[src/rtl/nco_hop_sched.sv]
`default_nettype none
// ============================================================================
//  Module   : nco_hop_sched
//  Purpose  : Frequency-hop scheduler for the NCO datapath. Holds a table of
//             phase-increment/dwell pairs and steps p_inc_o through it on
//             command, optionally looping. Flags the CORDIC settling window
//             after every hop.
//  Revision : 1.0 - initial release
// ----------------------------------------------------------------------------
//  Ports
//    clk_i        clock
//    rst_i        synchronous reset, active low
//    cfg_we_i     table write strobe (accepted only while idle)
//    cfg_addr_i   table write address
//    cfg_pinc_i   phase increment to store
//    cfg_dwell_i  dwell to store (0 behaves as 1)
//    cfg_len_i    hop count, sampled on an accepted start
//    loop_i       wrap to entry 0 after the last hop, sampled on start
//    start_i      start pulse
//    stop_i       abort pulse
//    p_inc_o      phase increment to the phase accumulator
//    pinc_stb_o   one-cycle pulse whenever p_inc_o changes
//    settle_o     NCO output invalid after a hop
//    hop_idx_o    index of the entry driving p_inc_o
//    busy_o       sequencing in progress
//    done_o       one-cycle pulse on natural completion
//    cfg_err_o    one-cycle pulse when a table write is rejected
// ============================================================================
module nco_hop_sched #(
    parameter int DEPTH   = 8,
    parameter int PINC_W  = 32,
    parameter int DWELL_W = 16,
    parameter int SETTLE  = 20,
    localparam int AW     = $clog2(DEPTH)
) (
    input  logic               clk_i,
    input  logic               rst_i,
    input  logic               cfg_we_i,
    input  logic [AW-1:0]      cfg_addr_i,
    input  logic [PINC_W-1:0]  cfg_pinc_i,
    input  logic [DWELL_W-1:0] cfg_dwell_i,
    input  logic [AW:0]        cfg_len_i,
    input  logic               loop_i,
    input  logic               start_i,
    input  logic               stop_i,
    output logic [PINC_W-1:0]  p_inc_o,
    output logic               pinc_stb_o,
    output logic               settle_o,
    output logic [AW-1:0]      hop_idx_o,
    output logic               busy_o,
    output logic               done_o,
    output logic               cfg_err_o
);

    localparam int SW = (SETTLE > 0) ? $clog2(SETTLE + 1) : 1;

    typedef enum logic [1:0] {
        IDLE  = 2'd0,
        LOAD  = 2'd1,
        DWELL = 2'd2,
        DONE  = 2'd3
    } state_t;

    state_t state, state_n;

    logic [PINC_W-1:0]  pinc_tab  [DEPTH];
    logic [DWELL_W-1:0] dwell_tab [DEPTH];

    logic [AW-1:0]      idx;
    logic [AW:0]        len;
    logic               loop_q;
    logic [DWELL_W-1:0] dwell_cnt;
    logic [SW-1:0]      settle_cnt;

    logic start_go;
    logic abort_go;
    logic is_last;

    // Current entry is the final one of the pass when idx+1 reaches len.
    assign is_last = (({1'b0, idx} + (AW+1)'(1)) >= len);

    always_ff @(posedge clk_i) begin
        if (!rst_i) begin
            state <= IDLE;
        end else begin
            state <= state_n;
        end
    end

    always_comb begin
        state_n  = state;
        start_go = 1'b0;
        abort_go = 1'b0;
        case (state)
            IDLE: begin
                if (start_i && !stop_i && (cfg_len_i != '0)) begin
                    state_n  = LOAD;
                    start_go = 1'b1;
                end
            end
            LOAD:  state_n = DWELL;
            DWELL: begin
                if (dwell_cnt == DWELL_W'(1)) begin
                    state_n = (is_last && !loop_q) ? DONE : LOAD;
                end
            end
            DONE:  state_n = IDLE;
            default: state_n = IDLE;
        endcase
        // Abort overrides every other transition once a run is active.
        if ((state != IDLE) && stop_i) begin
            state_n  = IDLE;
            abort_go = 1'b1;
        end
    end

    always_ff @(posedge clk_i) begin
        if (!rst_i) begin
            for (int i = 0; i < DEPTH; i++) begin
                pinc_tab[i]  <= '0;
                dwell_tab[i] <= '0;
            end
            idx        <= '0;
            len        <= '0;
            loop_q     <= 1'b0;
            dwell_cnt  <= '0;
            settle_cnt <= '0;
            p_inc_o    <= '0;
            pinc_stb_o <= 1'b0;
            settle_o   <= 1'b0;
            hop_idx_o  <= '0;
            busy_o     <= 1'b0;
            done_o     <= 1'b0;
            cfg_err_o  <= 1'b0;
        end else begin
            pinc_stb_o <= 1'b0;
            done_o     <= 1'b0;
            busy_o     <= (state_n != IDLE);
            cfg_err_o  <= cfg_we_i && (state != IDLE);

            // Table is frozen while a run is active.
            if (cfg_we_i && (state == IDLE)) begin
                pinc_tab[cfg_addr_i]  <= cfg_pinc_i;
                dwell_tab[cfg_addr_i] <= cfg_dwell_i;
            end

            // settle_cnt holds the remaining high cycles including the
            // current one, so settle_o drops after exactly SETTLE cycles.
            if (settle_cnt != '0) begin
                settle_cnt <= settle_cnt - SW'(1);
            end
            settle_o <= (settle_cnt > SW'(1));

            if (abort_go || (state == DONE)) begin
                p_inc_o    <= '0;
                pinc_stb_o <= 1'b1;
                settle_o   <= 1'b0;
                settle_cnt <= '0;
                hop_idx_o  <= '0;
                done_o     <= !abort_go;
            end else if (state == LOAD) begin
                p_inc_o    <= pinc_tab[idx];
                hop_idx_o  <= idx;
                dwell_cnt  <= (dwell_tab[idx] == '0) ? DWELL_W'(1) : dwell_tab[idx];
                settle_cnt <= SW'(SETTLE);
                settle_o   <= (SETTLE > 0);
                pinc_stb_o <= 1'b1;
            end else if (state == DWELL) begin
                dwell_cnt <= dwell_cnt - DWELL_W'(1);
                if (dwell_cnt == DWELL_W'(1)) begin
                    idx <= is_last ? '0 : idx + AW'(1);
                end
            end

            if (start_go) begin
                len    <= (cfg_len_i > (AW+1)'(DEPTH)) ? (AW+1)'(DEPTH) : cfg_len_i;
                loop_q <= loop_i;
                idx    <= '0;
            end
        end
    end

endmodule
`default_nettype wire

[config.mk]
export PLATFORM = sky130hd
export DESIGN_NAME = nco_hop_sched
export DESIGN_NICKNAME = d
export VERILOG_FILES = /design/src/rtl/nco_hop_sched.sv
export SDC_FILE = /design/constraint.sdc
export NUM_CORES = 1
export LEC_CHECK = 0
export CAP_MARGIN = 20
export CORE_ASPECT_RATIO = 0.7
export CORE_MARGIN = 2
export CORE_UTILIZATION = 60
export DETAILED_ROUTE_END_ITERATION = 10
export GPL_TIMING_DRIVEN = 0
export PLACE_DENSITY_LB_ADDON = 0.05
export SLEW_MARGIN = 20
export SYNTH_ARGS = -nofsm -noshare
export SYNTH_HDL_FRONTEND = slang
export SYNTH_SLANG_ARGS = --single-unit
[constraint.sdc]
create_clock -name clk_i -period 8.85 [get_ports clk_i]
set_input_delay 2.655 -clock clk_i [delete_from_list [all_inputs] [get_ports clk_i]]
set_output_delay 2.655 -clock clk_i [all_outputs]
set_load 0.05 [all_outputs]
* Word level (Yosys, flattened, before mapping) *
Memories as Yosys holds them, arrays and structs flattened. A register that Yosys moved wholly into a read port is not among the register bits.
Cells that the tools add are included.

storage, ports and cells
  register bits after elaboration = 39
  RAM bits = 384
  input port bits = 61
  output and inout bits = 40
  word-level logic and storage cells = 85
  memories = 2

cells by class
  add/sub/neg operators = 4
  magnitude comparators = 3
  equality and inequality tests = 4
  multiplexer cells = 30
  bitwise operators = 3
  reduce and logical (&&, ||, !) cells = 26

memories
  memory     depth  width  rd ports  clocked after Yosys merged registers in  wr ports  RTL line  text
  pinc_tab   8      32     1         1                                        8         66        logic [PINC_W-1:0] pinc_tab [DEPTH];
  dwell_tab  8      16     1         1                                        8         67        logic [DWELL_W-1:0] dwell_tab [DEPTH];

operator list
  operator                                            count
  2-to-1 mux 16 bit                                   4
  2-to-1 mux 32 bit                                   1
  OR reduction 32 bit                                 1
  == test 16 x 1 -> 1 bit, second input constant      1
  zero test 16 bit                                    1
  OR reduction 16 bit                                 1
  subtractor 16 x 1 -> 16 bit, second input constant  1
  2-to-1 mux 3 bit                                    5
  2-to-1 mux 1 bit                                    12
  2-to-1 mux 5 bit                                    2
  2-to-1 mux 2 bit                                    4
  one-hot mux 2 bit (4 select lines)                  1
  nonzero test 2 bit                                  4
  logical AND 1 bit                                   6
  > comparator 5 x 1 -> 1 bit, second input constant  1
  nonzero test 5 bit                                  1
  subtractor 5 x 1 -> 5 bit, second input constant    1
  adder 3 x 1 -> 4 bit, second input constant         1
  == test 2 bit, second input constant                2
  >= comparator 4 bit                                 1
  > comparator 4 bit, second input constant           1
  2-to-1 mux 4 bit                                    1
  AND reduction 2 bit                                 2
  AND reduction 4 bit                                 1
  9 further kinds                                     14

* Longest topological paths before layout *
  word-level depth = 8
  mapped depth = 9
  mapped depth without buffers = 8

* Least setup slack after synthesis *
No wires, ideal clock.

  kind = input to register
  from = input port rst_i
  to = memory dwell_tab[3][0] (enable)
  library setup time = 0.520 ns
  arrival time = 6.619 ns
  data required time = 8.330 ns
  setup slack = 1.711 ns
  stages = 3
  path buffers = 1
  cells stage by stage = clkbuf_1 nand4_1 o21ai_0

RTL lines
  element      RTL line  text
  from (decl)  37        input logic rst_i,
  to (decl)    67

==> impl_results.md <==
* Status: finished clean
* CP endpoint kind: register
* CP Class: in -> reg
* Clock Skew at between 0.015 and 0.02 ns
* Post-route ant nets at 0
* CP delay by family, top: simple AND/OR/NAND/NOR gates
* Root Buffer: clkbuf_16
* Tmin final at 5.77 ns
* Sequential-to-total area share from yosys stat at between 60% and 70%
* Hold/Removal Path Class: reg -> reg
* Clock power share at about a third
* Core area at 0.0334 sq mm
* Post-Route Utilization at a little under three quarters
* Drc violations at 0
* Setup Fix Bufs, Post-CTS at 0
* Worst Tran Pin Value at 1.07 ns
* WL per Instance at between 20 and 25 microns
* Fmax achieved at 173 MHz
* Fraction of registers with async set/reset at 0%
* Clock transition at path regs at roughly 0.060 ns
* Int Power at about 0.0038 W
* First drt pass iteration count at 7
* Sequential fraction of design power at 50.3%
* Die Height at 158 microns
* Vias per Instance at around 6.0
* Worst stage delay on the critical path at roughly 0.66 ns
* NetSw at roughly 0.0013 W
* Initial core utilization at between 60% and 70%
* All-Layer GR Usage at 28.7%
* Total CTS buffers at between 40 and 50
* TritonCTS clock tree: built
* Pin count of the biggest net entering global routing at 34
* Syn_area_per_cell at ~14 sq um
* Post-synth EDFFs at roughly 380
* CP Data Arrival Time at between 5 and 6 ns
* CTS sink count at 458
* Final Cycle Share at between 60% and 70%
* I/O pins at ~100
* Finish-stage setup viols at 0
* Post-synthesis register bit count at 458
* WHS at approximately 0.48 ns
* Die X at around 220 microns
* Synth top area share at between 50% and 60%
* Synth unique cells at 51
* Synth warn at 0
* Syn_nets at 1482
* Setup ws final at between 3 and 4 ns
* Final Net Count at between 1500 and 2000
* Total vias in the final route at about 12000
* First-pass GRT wire length at about 74000 microns
* PwrDens at 214 mW/mm^2
* Die Footprint at ~0.035 sq mm
* Longest Clk Path Bufs at 3
* RSZ-0062 raised after global routing: false
* Num rows at 56
* Layout cells sized above 1 at between 10% and 20%
* Synth Flop Type: edfxtp_1
* Worst EP required at ~9.1 ns
* PortBufs at between 90 and 100
* Pleak at 8.30 nW
* Post-route insts no fill at 2040
* Initial antenna violation count at 1
* Slew margin rel. at around 29%
* Startpoint Class: primary input
* Critical-path cell list: clkbuf_1 > nand4_1 > nor3_1 > clkbuf_1 > nand2b_4 > buf_12
* CTS Hold Buffers Added at 0
* Sw frac at between 20% and 30%
* Synth area leaders: edfxtp_1 57%, and2_1 12%, mux4_2 8.9%
* Fin. Hold Viols at 0
* Max Cap Violations at 0
* Cell taking the most area after synthesis: edfxtp_1
* Combinational power share at roughly 15%
* H-Tree Depth at 2
* Synth-to-layout area growth at 17.0%
* Crit path top cell by count: clkbuf_1
* Worst path buffer plus inverter count at 3
* Slowest CP cell: nor3_1
* Post-DP HPWL at around 33000 microns
* Final WL at around 49000 microns
* Pins Over Slew Limit at 0
* Global route overflow at 0
* GP Congestion at between 0.8 and 0.9
* DRT iter0 DRCs at roughly 1400
* DP Worst Slack at between 2 and 3 ns
* Mapped Cells at roughly 1400
* Critical path peak fanout at 33
* DP Cell Count at 1961
* Post-Syn Area at 0.0202 sq mm
* Clock Latency Late Sink at ~0.54 ns
* Vias in the first global route at 12185
* Post_cts resized at 0
* Worst IR Drop VDD at 0.000112 V
[registers in the layout (all words and copies together), names as in the netlist, named ones only]
name / flops
dwell_tab: 128
pinc_tab: 256
state: 2
busy_o: 1
hop_idx_o: 3
len: 4
settle_cnt: 5
dwell_cnt: 16
p_inc_o: 32
settle_o: 1
done_o: 1
cfg_err_o: 1
idx: 3
pinc_stb_o: 1
loop_q: 1
[worst register-to-register path: stages (launching register included)]
cell	delay, ns
dfxtp_1	0.34
inv_1	0.11
ha_1	0.16
clkbuf_1	0.48
nand4_1	0.59
nor3_1	0.66
clkbuf_1	0.61
nand2b_4	0.45
buf_12	0.29
[final timing paths]
path	from	to	slack, ns	cells past startpoint
min reg2reg	len[2]	len[2]	0.48	2
max	rst_i	pinc_tab[1][10]	3.08	6
min	len[2]	len[2]	0.48	2
max reg2reg	state[1]	pinc_tab[1][10]	4.82	8
[power groups by stage]
stage | clock network [W] | logic (W) | registers [W]
final | 0.00175 | 0.000774 | 0.00256
after global routing | 0.00185 | 0.000841 | 0.00257
after CTS | 0.00176 | 0.000772 | 0.00255
after detailed placement | 0 | 0.000766 | 0.00260
after global placement | 0 | 0.000717 | 0.00261
after floorplan | 0 | 0.000404 | 0.00268
[logic make-up after synthesis]
logic type,share of synthesized area [%]
AND/OR/NAND/NOR,15.2
buffers and inverters,2.15
XOR/XNOR,0.693
AO/OA/AOI/OAI,4.33
flip-flops,64.3
multiplexers,12.4
adder cells (fa/ha/maj),0.804
[per-stage QoR]
stage | setup TNS (ns) | total power [W] | cell area, sq um
finish | 0 | 0.00508 | 23700
global route | 0 | 0.00526 | 23700
CTS | 0 | 0.00509 | 23700
detailed placement | 0 | 0.00337 | 22400
global placement | -589.90 | 0.00333 | 21800
floorplan | 0 | 0.00309 | 20200
[Yosys cell counts, types with 3 or more instances]
cell type    n
and2_1     384
edfxtp_1   384
mux4_2      80
dfxtp_1     74
clkbuf_1    72
mux2i_1     67
nor2_1      59
a21oi_1     45
a211oi_1    34
nand2_1     23
o21ai_0     22
o22ai_1     17
ha_1        13
xor2_1      13
inv_1       11
nand2b_1     9
nor3_1       9
buf_1        8
buf_2        8
nand3b_1     6
nand4_1      6
a21boi_0     5
nor4_1       5
mux2_2       4
nand3_1      4
and3_1       3
buf_4        3
or3_1        3
xnor2_1      3
[routing by layer]
| layer | up-vias | GRT usage, % | share of wire (%) |
|---|---|---|---|
| met3 | 87 | 5.31 | 8.2 |
| met2 | 555 | 41.7 | 43 |
| met5 | - | 0 | 0 |
| met1 | 6156 | 44.6 | 46 |
| li1 | 5513 | - | - |
| met4 | 0 | 8.48 | 2.6 |
[cell type report]
cell class / count / area [sq um]
Antenna cell: 1 / 2.50
Buffer: 93 / 387
Clock buffer: 67 / 1260
Clock inverter: 10 / 41.3
Fill cell: 2237 / 9680
Inverter: 13 / 48.8
Multi-Input combinational cell: 844 / 6860
Sequential cell: 458 / 13000
Tap cell: 435 / 544
Timing Repair Buffer: 119 / 1510
[placed cells by master, fill, tap and decap left out, drive strengths merged, types with 9 or more instances in the layout]
cell type / synthesis / routed
inv: 11 / 11
o21ai: 24 / 24
nand2b: 9 / 9
a21oi: 47 / 47
nand2: 23 / 23
clkinv: 2 / 12
clkbuf: 72 / 139
buf: 21 / 41
clkdlybuf4s50: 0 / 99
ha: 13 / 13
dfxtp: 74 / 74
xor2: 13 / 13
edfxtp: 384 / 384
nor3: 9 / 9
nor2: 59 / 59
mux4: 80 / 80
o22ai: 17 / 17
mux2i: 67 / 67
and2: 384 / 384
a211oi: 34 / 34
Note: power is estimated with default switching activity, not from simulation.
